$ cat config.mk
export PLATFORM = sky130hd
export DESIGN_NAME = booth_skip_controller_flat
export DESIGN_NICKNAME = d
export VERILOG_FILES = /design/src/rtl/mult_pkg.sv /design/src/rtl/booth_skip_controller_if.sv /design/src/rtl/booth_xition_finder.sv /design/src/rtl/booth_skip_controller.sv /design/src/flat_wrapper.sv
export SDC_FILE = /design/constraint.sdc
export NUM_CORES = 1
export LEC_CHECK = 0
export CAP_MARGIN = 20
export CELL_PAD_IN_SITES_DETAIL_PLACEMENT = 1
export CELL_PAD_IN_SITES_GLOBAL_PLACEMENT = 1
export CORE_UTILIZATION = 36
export CTS_CLUSTER_SIZE = 28
export DETAILED_ROUTE_END_ITERATION = 12
export GPL_TIMING_DRIVEN = 1
export PLACE_DENSITY_LB_ADDON = 0.1
export SLEW_MARGIN = 0
export SYNTH_ARGS = -nofsm -noshare
export SYNTH_HDL_FRONTEND = slang
export SYNTH_HIERARCHICAL = 1
export SYNTH_SLANG_ARGS = --single-unit
$ cat constraint.sdc
create_clock -name clk -period 4.3 [get_ports clk]
set_clock_uncertainty 0.1 [all_clocks]
set_input_delay 0.86 -clock clk [delete_from_list [all_inputs] [get_ports clk]]
set_output_delay 0.86 -clock clk [all_outputs]
set_load 0.01 [all_outputs]
$ cat src/rtl/mult_pkg.sv
// Shared definitions for the shift-add multiplier controller and its datapath.
package mult_pkg;
  typedef enum logic [1:0] {IDLE, RUN, DONE} state_t;

  localparam logic OP_ADD = 1'b1;
  localparam logic OP_SUB = 1'b0;
  localparam int   SHW    = 3;
endpackage

$ cat src/rtl/booth_skip_controller_if.sv
// Controller <-> datapath/host signal bundle; master is the controller side.
interface booth_skip_controller_if #(parameter int WIDTH = 4);
  logic                     start;
  logic [WIDTH-1:0]         B;
  logic                     op;
  logic [mult_pkg::SHW-1:0] A_shft_amt;
  logic [mult_pkg::SHW-1:0] B_shft_amt;
  logic                     done;
  logic                     busy;
  logic                     ready;
  logic [mult_pkg::SHW-1:0] step_cnt;

  modport master (input start, B,
                  output op, A_shft_amt, B_shft_amt, done, busy, ready, step_cnt);
  modport slave  (output start, B,
                  input op, A_shft_amt, B_shft_amt, done, busy, ready, step_cnt);
endinterface

$ cat src/rtl/booth_xition_finder.sv
// Finds the lowest in-scope Booth transition of B (bit differs from the bit below it,
// with prev standing in below bit 0), and reports its index and the bit value there.
module booth_xition_finder
  import mult_pkg::*;
#(
  parameter int WIDTH = 4
) (
  input  logic [WIDTH-1:0] B,
  input  logic             prev,
  input  logic [SHW-1:0]   n,
  output logic             found,
  output logic [SHW-1:0]   k,
  output logic             b_k
);
  logic [WIDTH-1:0] xit;

  assign xit = B ^ {B[WIDTH-2:0], prev};

  // Walk from MSB down so the last hit wins: lowest index has priority.
  always_comb begin
    found = 1'b0;
    k     = '0;
    b_k   = 1'b0;
    for (int i = WIDTH - 1; i >= 0; i--) begin
      if (xit[i] && (SHW'(i) < n)) begin
        found = 1'b1;
        k     = SHW'(i);
        b_k   = B[i];
      end
    end
  end
endmodule

$ cat src/rtl/booth_skip_controller.sv
// Radix-2 Booth controller with run skipping: one add/sub per transition of signed B.
module booth_skip_controller
  import mult_pkg::*;
#(
  parameter int WIDTH = 4
) (
  input  logic                   clk,
  input  logic                   rstN,
  booth_skip_controller_if.master bus
);
  state_t         state, state_nxt;
  logic [SHW-1:0] pos, pos_nxt;
  logic           prev, prev_nxt;
  logic [SHW-1:0] step, step_nxt;
  logic [SHW-1:0] n, k;
  logic           found, b_k;

  // Bits still unconsumed in the shifted datapath B register.
  assign n = SHW'(WIDTH) - pos;

  booth_xition_finder #(.WIDTH(WIDTH)) u_finder (
    .B     (bus.B),
    .prev  (prev),
    .n     (n),
    .found (found),
    .k     (k),
    .b_k   (b_k)
  );

  always_ff @(posedge clk or negedge rstN) begin
    if (!rstN) begin
      state <= IDLE;
      pos   <= '0;
      prev  <= 1'b0;
      step  <= '0;
    end else begin
      state <= state_nxt;
      pos   <= pos_nxt;
      prev  <= prev_nxt;
      step  <= step_nxt;
    end
  end

  always_comb begin
    state_nxt = state;
    pos_nxt   = pos;
    prev_nxt  = prev;
    step_nxt  = step;
    case (state)
      IDLE: if (bus.start) begin
        state_nxt = RUN;
        pos_nxt   = '0;
        prev_nxt  = 1'b0;
        step_nxt  = '0;
      end
      RUN: if (found) begin
        pos_nxt  = pos + k + SHW'(1);
        prev_nxt = b_k;
        step_nxt = step + SHW'(1);
      end else begin
        state_nxt = DONE;
      end
      default: state_nxt = state;
    endcase
  end

  always_comb begin
    bus.op         = OP_ADD;
    bus.A_shft_amt = '0;
    bus.B_shft_amt = '0;
    bus.done       = 1'b1;
    bus.busy       = 1'b0;
    bus.ready      = 1'b0;
    case (state)
      RUN: begin
        bus.busy = 1'b1;
        // 0->1 transition opens a run (subtract), 1->0 closes it (add).
        if (found) begin
          bus.done       = 1'b0;
          bus.op         = ~b_k;
          bus.A_shft_amt = pos + k;
          bus.B_shft_amt = k + SHW'(1);
        end
      end
      DONE:    bus.ready = 1'b1;
      default: ;
    endcase
  end

  assign bus.step_cnt = step;
endmodule

$ cat src/flat_wrapper.sv
// flat-port wrapper written by rule: the top's interface ports become plain ports
module booth_skip_controller_flat import mult_pkg::*;
#(
  parameter int WIDTH = 4
)
  (clk, rstN, bus_start, bus_B, bus_op, bus_A_shft_amt, bus_B_shft_amt, bus_done, bus_busy, bus_ready, bus_step_cnt);
  booth_skip_controller_if #(.WIDTH(WIDTH)) bus_i ();
  input  logic clk;
  input  logic rstN;
  input wire logic [$bits(bus_i.start)-1:0] bus_start;
  input wire logic [$bits(bus_i.B)-1:0] bus_B;
  output wire logic [$bits(bus_i.op)-1:0] bus_op;
  output wire logic [$bits(bus_i.A_shft_amt)-1:0] bus_A_shft_amt;
  output wire logic [$bits(bus_i.B_shft_amt)-1:0] bus_B_shft_amt;
  output wire logic [$bits(bus_i.done)-1:0] bus_done;
  output wire logic [$bits(bus_i.busy)-1:0] bus_busy;
  output wire logic [$bits(bus_i.ready)-1:0] bus_ready;
  output wire logic [$bits(bus_i.step_cnt)-1:0] bus_step_cnt;
  assign bus_i.start = bus_start;
  assign bus_i.B = bus_B;
  assign bus_op = bus_i.op;
  assign bus_A_shft_amt = bus_i.A_shft_amt;
  assign bus_B_shft_amt = bus_i.B_shft_amt;
  assign bus_done = bus_i.done;
  assign bus_busy = bus_i.busy;
  assign bus_ready = bus_i.ready;
  assign bus_step_cnt = bus_i.step_cnt;
  booth_skip_controller #(.WIDTH(WIDTH)) u_core (.clk(clk), .rstN(rstN), .bus(bus_i));
endmodule
=== Word-level counts from Yosys, hierarchy flattened ===
Index checks and enable logic that the tools add are counted.

* Add/sub/neg operators: 5
* Order comparisons: 4
* Equal/unequal tests: 5
* Muxes and demuxes: 33
* Bitwise gates (word level): 2
* Reduce and logical (&&, ||, !) cells: 8

{| class="wikitable"
|+ Operators by type and width
! cell !! number
|-
| 3-bit 2-to-1 mux || 10
|-
| 1-bit 2-to-1 mux || 16
|-
| 3-bit case mux with 2 select lines || 2
|-
| 3-bit by 1-bit adder with 3-bit output, second input constant || 3
|-
| 1-bit by 3-bit less-than comparator with 1-bit output, first input constant || 2
|-
| 2-bit by 3-bit less-than comparator with 1-bit output, first input constant || 2
|-
| 2-bit 2-to-1 mux || 3
|-
| 3-bit AND reduction || 2
|-
| 1-bit logical AND || 4
|-
| 2-bit inequality test, second input constant || 2
|-
| 2-bit case mux with 2 select lines || 1
|-
| 4-bit bitwise XOR || 1
|-
| 3-bit adder || 1
|-
| 3-bit subtractor, first input constant || 1
|-
| 2-bit by 1-bit equality test with 1-bit output, second input constant || 1
|-
| 2-bit equality test, second input constant || 1
|-
| 2-bit logical NOT || 1
|-
| 2-bit by 1-bit inequality test with 1-bit output, second input constant || 1
|-
| 1-bit case mux with 2 select lines || 1
|-
| 2-bit nonzero test || 1
|-
| 1-bit inverter || 1
|}

* Bits in registers: 9
* Input port bits: 7
* Logic and storage cells: 61

=== Logic depth before layout (Yosys ltp) ===
Gate-level depths: netlist of run 1.

* Depth after elaboration: 11
* Depth in mapped cells: 15

=== Hierarchy ===
The synthesis of run 1 kept the hierarchy.

{| class="wikitable"
|+ By module, submodules not included
! module !! times used !! cells each !! area each (µm²)
|-
| booth_skip_controller || 1 || 66 || 619.3
|-
| booth_xition_finder || 1 || 35 || 227.7
|}

=== Worst setup path after synthesis of run 1 ===
No wires, ideal clock.

* Path kind: register to output
* Start point: reg u_core.pos[0]
* End point: out bus_A_shft_amt[2]
* Arrival time: 2.563 ns
* Required time: 3.340 ns
* Slack: 0.777 ns
* Stages on the path, launching flop included: 14
* Path through: dfrtp_1 > inv_1 > ha_1 > xor2_1 > buf_6 > and3b_2 > o21ai_0 > a22oi_1 > ha_1 > inv_1 > fa_1 > xnor2_1 > xnor2_1 > nor2_1

* Word-level cells in the longest chain between the ends: 10
* Elaborated cells on any way between the ends: 20
* Classes of those cells: add/sub (2); order compare (4); mux (10); reduce/logical (4)

{| class="wikitable"
|+ Ends and longest elaborated chain
! what !! line !! text
|-
| start, declared || booth_skip_controller.sv:12 || <nowiki>logic [SHW-1:0] pos, pos_nxt;</nowiki>
|-
| start signal, assigned || booth_skip_controller.sv:38 || <nowiki>pos <= pos_nxt;</nowiki>
|-
| 3-bit subtractor (*) || booth_skip_controller.sv:19 || <nowiki>assign n = SHW'(WIDTH) - pos;</nowiki>
|-
| named net u_core.n[2] || booth_skip_controller.sv:15 || <nowiki>logic [SHW-1:0] n, k;</nowiki>
|-
| 2-bit by 3-bit less-than comparator with 1-bit output || booth_xition_finder.sv:25 || <nowiki>if (xit[i] && (SHW'(i) < n)) begin</nowiki>
|-
| 1-bit logical AND || booth_xition_finder.sv:25 ||
|-
| 2-bit 2-to-1 mux || booth_xition_finder.sv:25 ||
|-
| 3-bit 2-to-1 mux (2 in a row) || booth_xition_finder.sv:25 ||
|-
| 3-bit 2-to-1 mux (*) || booth_xition_finder.sv:25 ||
|-
| named net u_core.k[0] || booth_skip_controller.sv:15 ||
|-
| 3-bit adder (*) || booth_skip_controller.sv:81 || <nowiki>bus.A_shft_amt = pos + k;</nowiki>
|-
| 3-bit 2-to-1 mux (*) || booth_skip_controller.sv:78 || <nowiki>if (found) begin</nowiki>
|-
| 3-bit 2-to-1 mux (*) || booth_skip_controller.sv:74 || <nowiki>case (state)</nowiki>
|-
| end, declared || flat_wrapper.sv:13 || <nowiki>output wire logic [$bits(bus_i.A_shft_amt)-1:0] bus_A_shft_amt;</nowiki>
|}

The timed path passes the listed nets; every way through them passes the cells marked *.

=== Worst setup path after layout of run 1 ===
* Start point: in bus_B[3]
* End point: out bus_done

* Word-level cells in the longest chain between the ends: 8

{| class="wikitable"
|+ Ends and longest elaborated chain
! what !! line !! text
|-
| start, declared || flat_wrapper.sv:11 || <nowiki>input wire logic [$bits(bus_i.B)-1:0] bus_B;</nowiki>
|-
| 4-bit bitwise XOR || booth_xition_finder.sv:17 || <nowiki>assign xit = B ^ {B[WIDTH-2:0], prev};</nowiki>
|-
| 1-bit logical AND || booth_xition_finder.sv:25 ||
|-
| 1-bit 2-to-1 mux (4 in a row) || booth_xition_finder.sv:25 ||
|-
| named net u_core.found || booth_skip_controller.sv:16 || <nowiki>logic found, b_k;</nowiki>
|-
| 1-bit 2-to-1 mux || booth_skip_controller.sv:78 ||
|-
| 1-bit 2-to-1 mux || booth_skip_controller.sv:74 ||
|-
| end, declared || flat_wrapper.sv:15 || <nowiki>output wire logic [$bits(bus_i.done)-1:0] bus_done;</nowiki>
|}

The timed path passes the listed nets, and every way through them passes these cells.

==> results of run 1 <==
[cells in the mapped netlist, types with 2 or more instances]
| master | instances |
|---|---|
| a21oi_1 | 3 |
| and2_1 | 3 |
| buf_2 | 2 |
| dfrtp_1 | 9 |
| ha_1 | 5 |
| inv_1 | 10 |
| mux2i_1 | 2 |
| nand2_1 | 6 |
| nor2_1 | 12 |
| nor2b_1 | 5 |
| o21ai_0 | 11 |
| or3_1 | 2 |
| xnor2_1 | 3 |
[power by group]
group | switching, mW | leakage (nW) | internal, mW
logic | 0.229 | 0.476 | 0.259
clock network | 0.0297 | 0.0150 | 0.0358
registers | 0.0347 | 0.107 | 0.111
total | 0.294 | 0.598 | 0.406
[critical path: cells and delay by family]
kind | cells | cell delay, ns
compound gates | 2 | 0.41
buf+inv | 4 | 1.37
simple gates | 2 | 0.59
[metrics by stage]
step	util	std cells	power (mW)
after CTS	0.546	164	0.707
after global routing	0.548	164	0.762
after floorplan	-	101	0.447
final	0.548	164	0.700
after global placement	0.524	159	0.589
after detailed placement	0.524	159	0.614
[logic make-up after synthesis]
family,after synthesis,synth area share
simple gates,35,0.217
compound gates,27,0.220
buf+inv,15,0.0827
flops,9,0.266
fa+ha+maj,6,0.0975
xor+xnor,5,0.0709
mux,3,0.0414
other cells,1,0.00443
[repair_timing]
| action | in CTS | in global routing |
|---|---|---|
| buffers inserted | 1 | 0 |
| gates resized for setup | 6 | 2 |
| hold endpoints to repair | 0 | 0 |
| endpoints found under the setup margin | 1 | 4 |
| pin swaps | 2 | 0 |
[registers in the layout (all words and copies together) (netlist names)]
signal / cells
u_core/bus.step_cnt: 3
u_core/pos: 3
u_core/state: 2
u_core/prev: 1
[metal layers]
layer  vias to the layer above  track usage  wire length, microns
met5                         -            0                     0
met4                         0       0.0972                    29
met3                         4       0.0212                    83
met2                        15        0.367                  1150
met1                       389        0.228                  1040
li1                        419            -                     -
[worst paths after layout]
kind | depth (start not counted) | to | slack (ns) | start
max | 8 | bus_done | 0.12 | bus_B[3]
min | 1 | u_core/bus.step_cnt[0]$_DFFE_PN0P_ | 0.42 | u_core/bus.step_cnt[0]$_DFFE_PN0P_
max reg2reg | 14 | u_core/pos[2]$_DFFE_PN0P_ | 0.88 | u_core/pos[0]$_DFFE_PN0P_
min reg2reg | 1 | u_core/bus.step_cnt[0]$_DFFE_PN0P_ | 0.42 | u_core/bus.step_cnt[0]$_DFFE_PN0P_
max in group asynchronous | 1 | u_core/state[1]$_DFFE_PN0P_ | 3.01 | rstN
min in group asynchronous | 1 | u_core/bus.step_cnt[0]$_DFFE_PN0P_ | 0.80 | rstN
[placed cells by master (no fill, tap or decap), drive strengths merged]
cell,instances
conb,1
nor2b,5
a21bo,2
and3b,2
nand2b,1
a21oi,3
a31oi,1
and2,3
nor2,12
mux2,1
dlygate4sd2,2
nand2,6
o211a,1
xor3,1
clkdlybuf4s50,15
mux2i,2
xor2,1
o221ai,1
inv,10
a22o,1
or4,1
dlymetal6s2s,2
buf,17
a22oi,1
fa,1
a2bb2oi,1
nor3,1
xnor2,3
o32ai,1
clkbuf,4
or2,1
ha,5
nor4bb,1
dfrtp,9
a221oi,1
o21bai,1
or3,2
o21ai,11
a311oi,1
o22ai,1
[area by class of cell]
cell class	count	area share
clock buffers	4	0.0217
flip-flops and latches	9	0.186
multi-input cells	77	0.469
inverters	10	0.0310
repair buffers	36	0.264
well taps	28	0.0289
==> results_dict.tcl, run 1 <==
set metrics [dict create \
    fmax_mhz 239 \
    syn_to_final_growth_pct 43.1 \
    synth_edf_count 0 \
    area.sequential_sq_um 225 \
    path_common_cell "clkdlybuf4s50_1" \
    fin_crit_sh 0.972 \
    synth_cells 101 \
    die-area_sq_mm 0.00255 \
    totalWireLength_microns 2300 \
    synthArstFlopShare 1.00 \
    synth_fp_nets 114 \
    min_period_ns 4.18 \
    p_per_area_mw_per_mm2 577 \
    drive_gt1_frac 0.213 \
    postSynth.topFlopCell "dfrtp_1" \
    drtAntennaViolNets 0 \
    yosys.area.top_type "dfrtp_1" \
    cts_sinks 9 \
    antenna_found_initial 0 \
    max_stage_delay_ns 0.57 \
    synth_warnings 6 \
    yosysUniqueCellTypes 41 \
    portBuffers 19 \
    htree_levels 1 \
    clock_path_buffers 2 \
    hold_buffers 0 \
    cts_tree "yes" \
    cp-start-kind "primary input" \
    vias 827 \
    path_cells "clkdlybuf4s50_1 > buf_4 > or3_1 > o221ai_1 > a21bo_1 > and3b_1 > inv_1 > clkdlybuf4s50_1" \
    cp_max_fo 6 \
    status "complete, no violations" \
    cp_slowest_cell "clkdlybuf4s50_1" \
    io_pins 20 \
    grt-ovfl-total 0 \
    peakVddDrop_mv 0.288 \
    num-nets-final 150 \
    hold_class "register to register" \
    diodes 0 \
    cap_violations 0 \
    die_w_microns 50.5 \
    worstPathArrival_ns 3.22 \
    dp_slack_ns -0.205 \
    syn_avg_cell_area_sq_um 8.39 \
    finalMaxSlewViolations 0 \
    vias_per_cell 5.04 \
    ys_seq_elements 9 \
    synth_area_leaders "dfrtp_1 (27%), ha_1 (7.4%), o21ai_0 (6.5%)" \
    first_global_vias 901 \
    die_y_microns 50.5 \
    grt_pass1_wl_microns 3860 \
    clk_pin_slew_worst_paths_ns 0.06 \
    hold_viol_final 0 \
    first_pass_iters 2 \
    gp_congestion 0.843 \
    ys_seq_area_frac 0.266 \
    fin_setup_tns_ns 0 \
    grt.total_usage 0.200 \
    synth_top_area_share 0.266 \
    cts_made_buffers 3 \
    worst_ep_required_time_ns 3.34 \
    start_util 0.383 \
    dp_hpwl_microns 1730 \
    num-fill-cells 277 \
    dpl-instance-area_sq_mm 0.00116 \
    leakagePower_nw 0.598 \
    drt_iter0_drc 8 \
    timing.final.ws_setup_ns 0.120 \
    critPathCaptureType "output port" \
    wl_per_cell_microns 14.0 \
    std_cell_rows 17 \
    drcViolationCount 0 \
    worstSetupPathType "primary input to output port" \
    hold_ws_ns 0.424 \
    multi_input_area_sq_um 568 \
    rsz0062_at_grt "no" \
    design_area_sq_mm 0.00121 \
    clockRootBuffer "clkbuf_4" \
    grt_max_degree 12 \
    fp.coreArea_sq_mm 0.00221 \
    insertion_delay_ns 0.26 \
    syn_area_sq_um 847 \
    setup_violations 0 \
]
(Power assumes the default switching activity.)
==> run 2: changes to the inputs <==
CORE_UTILIZATION = 38   (was 36)
clock period = 5.2 ns   (was 4.3 ns; I/O delays follow)
==> run 2 against run 1 <==
Compared with the run above: clock-buffer cell count stayed put; critical path type unchanged; register-to-register slack better by 0.75 ns; largest power group unchanged; flip-flop and latch count unchanged; first-iteration DRC count shrank 50%; total power decreased by 28%; core utilization shrank 1.0 points; clock power fell by 17%; combinational power decreased by 32%; wire length fell by 18%.
==> results_dict.tcl, run 2 (same netlist as run 1, synthesis figures left out) <==
set metrics [dict create \
    crit_buf_inv 3 \
    cts_made_buffers 3 \
    peakVddDrop_mv 0.215 \
    cp_max_fo 7 \
    fp.coreArea_sq_mm 0.00202 \
    antenna_found_initial 0 \
    num-nets-final 135 \
    start_util 0.419 \
    hold_buffers 0 \
    hold_viol_final 0 \
    diodes 0 \
    die_y_microns 49.2 \
    gp_congestion 0.828 \
    wl_per_cell_microns 12.7 \
    worst_ep_required_time_ns 4.06 \
    path_cells "clkdlybuf4s50_1 > and2_1 > o21ai_0 > a22oi_1 > ha_1 > inv_1 > fa_1 > xnor2_1 > xnor2_1 > nor2_1 > clkdlybuf4s50_1" \
    grt_max_degree 12 \
    num-fill-cells 243 \
    grt-ovfl-total 0 \
    placedCellCount 144 \
    insertion_delay_ns 0.26 \
    leakagePower_nw 0.484 \
    worstPathArrival_ns 3.86 \
    mostFrequentLayoutCell "clkdlybuf4s50_1" \
    crit_family "buffers and inverters" \
    cts_tree "yes" \
    fin_setup_tns_ns 0 \
    multi_input_area_sq_um 559 \
    cp_slowest_cell "clkdlybuf4s50_1" \
    cp-start-kind "primary input" \
    hold_class "register to register" \
    first_pass_iters 2 \
    max_stage_delay_ns 0.57 \
    vias 750 \
    setup_violations 0 \
    drtAntennaViolNets 0 \
    grt_pass1_wl_microns 3340 \
    worstSetupPathType "primary input to output port" \
    cts_setup_buffers 0 \
    finalMaxSlewViolations 0 \
    clockRootBuffer "clkbuf_4" \
    rsz0062_at_grt "no" \
    io_pins 20 \
    min_period_ns 5.00 \
    critPathCaptureType "output port" \
    htree_levels 1 \
    die-area_sq_mm 0.00242 \
    totalWireLength_microns 1880 \
    clk_pin_slew_worst_paths_ns 0.06 \
    fin_cells 148 \
    fin_crit_sh 0.961 \
    dp_hpwl_microns 1460 \
    vias_per_cell 5.07 \
    drive_gt1_frac 0.0909 \
    p_per_area_mw_per_mm2 464 \
    reg2reg_slack_ns 1.63 \
    portBuffers 19 \
    std_cell_rows 16 \
    final_cell_mix "clkdlybuf4s50_1 (19), nor2_1 (12), o21ai_0 (11)" \
    syn_to_final_growth_pct 28.4 \
    cap_violations 0 \
    first_global_vias 759 \
    cts_sinks 9 \
    die_w_microns 49.2 \
    fmax_mhz 200 \
    grt.total_usage 0.178 \
    cts-resized-gates 0 \
    drt_iter0_drc 4 \
    power_mw 0.504 \
    status "complete, no violations" \
    drcViolationCount 0 \
    clock_path_buffers 2 \
    area.sequential_sq_um 225 \
]
run 2: changes by cell type in the layout (fill, tap and decap cells not counted), sizes merged:
cell           before  now
clkdlybuf4s50      15   19
dlygate4sd2         2    0
dlymetal6s2s        2    0
buf                17    2
run 2: cell type report:
| class | count | share of cell area |
|---|---|---|
| clock buffers | 4 | 0.0242 |
| repair buffers | 21 | 0.189 |
| flip-flops and latches | 9 | 0.207 |
| multi-input cells | 77 | 0.514 |
| well taps | 27 | 0.0311 |
| inverters | 10 | 0.0345 |
run 2: worst paths after layout:
check	start	end	cells past startpoint
max	bus_B[0]	bus_A_shft_amt[2]	11
min	u_core/bus.step_cnt[0]$_DFFE_PN0P_	u_core/bus.step_cnt[0]$_DFFE_PN0P_	1
max reg2reg	u_core/pos[0]$_DFFE_PN0P_	u_core/pos[2]$_DFFE_PN0P_	14
min reg2reg	u_core/bus.step_cnt[0]$_DFFE_PN0P_	u_core/bus.step_cnt[0]$_DFFE_PN0P_	1
max in group asynchronous	rstN	u_core/state[1]$_DFFE_PN0P_	1
min in group asynchronous	rstN	u_core/bus.step_cnt[1]$_DFFE_PN0P_	1
run 2: layer usage:
metal | track usage | vias to the layer above | routed length [microns]
li1 | - | 386 | -
met1 | 0.236 | 341 | 882
met2 | 0.290 | 18 | 893
met3 | 0.0125 | 5 | 66
met4 | 0.0882 | 0 | 38
met5 | 0 | - | 0
run 2: power by group:
| part | leakage (nW) | total (mW) | switching, mW | internal, mW |
|---|---|---|---|---|
| clock network | 0.0150 | 0.0545 | 0.0249 | 0.0296 |
| logic | 0.363 | 0.331 | 0.167 | 0.164 |
| registers | 0.107 | 0.119 | 0.0268 | 0.0921 |
run 2: metrics by stage:
step                cell area (sq um)   util  setup WS (ns)  hold slack (ns)
CTS                              1080  0.534          0.168            0.411
detailed placement               1050  0.521          0.199            0.401
finish                           1090  0.538          0.202            0.405
floorplan                         847      -           1.36            0.425
global route                     1090  0.538         0.0111            0.442
global placement                 1050  0.521          0.255            0.385
run 2: worst register-to-register path, delay by kind of cell (launching register included):
kind | cells | cell delay [ns]
adders and majority gates | 4 | 1.11
AOI/OAI and AO/OA | 3 | 0.59
DFF | 1 | 0.45
xor gates and xnor gates | 1 | 0.38
and+or+nand+nor | 2 | 0.38
muxes | 1 | 0.27
buffers and inverters | 3 | 0.19
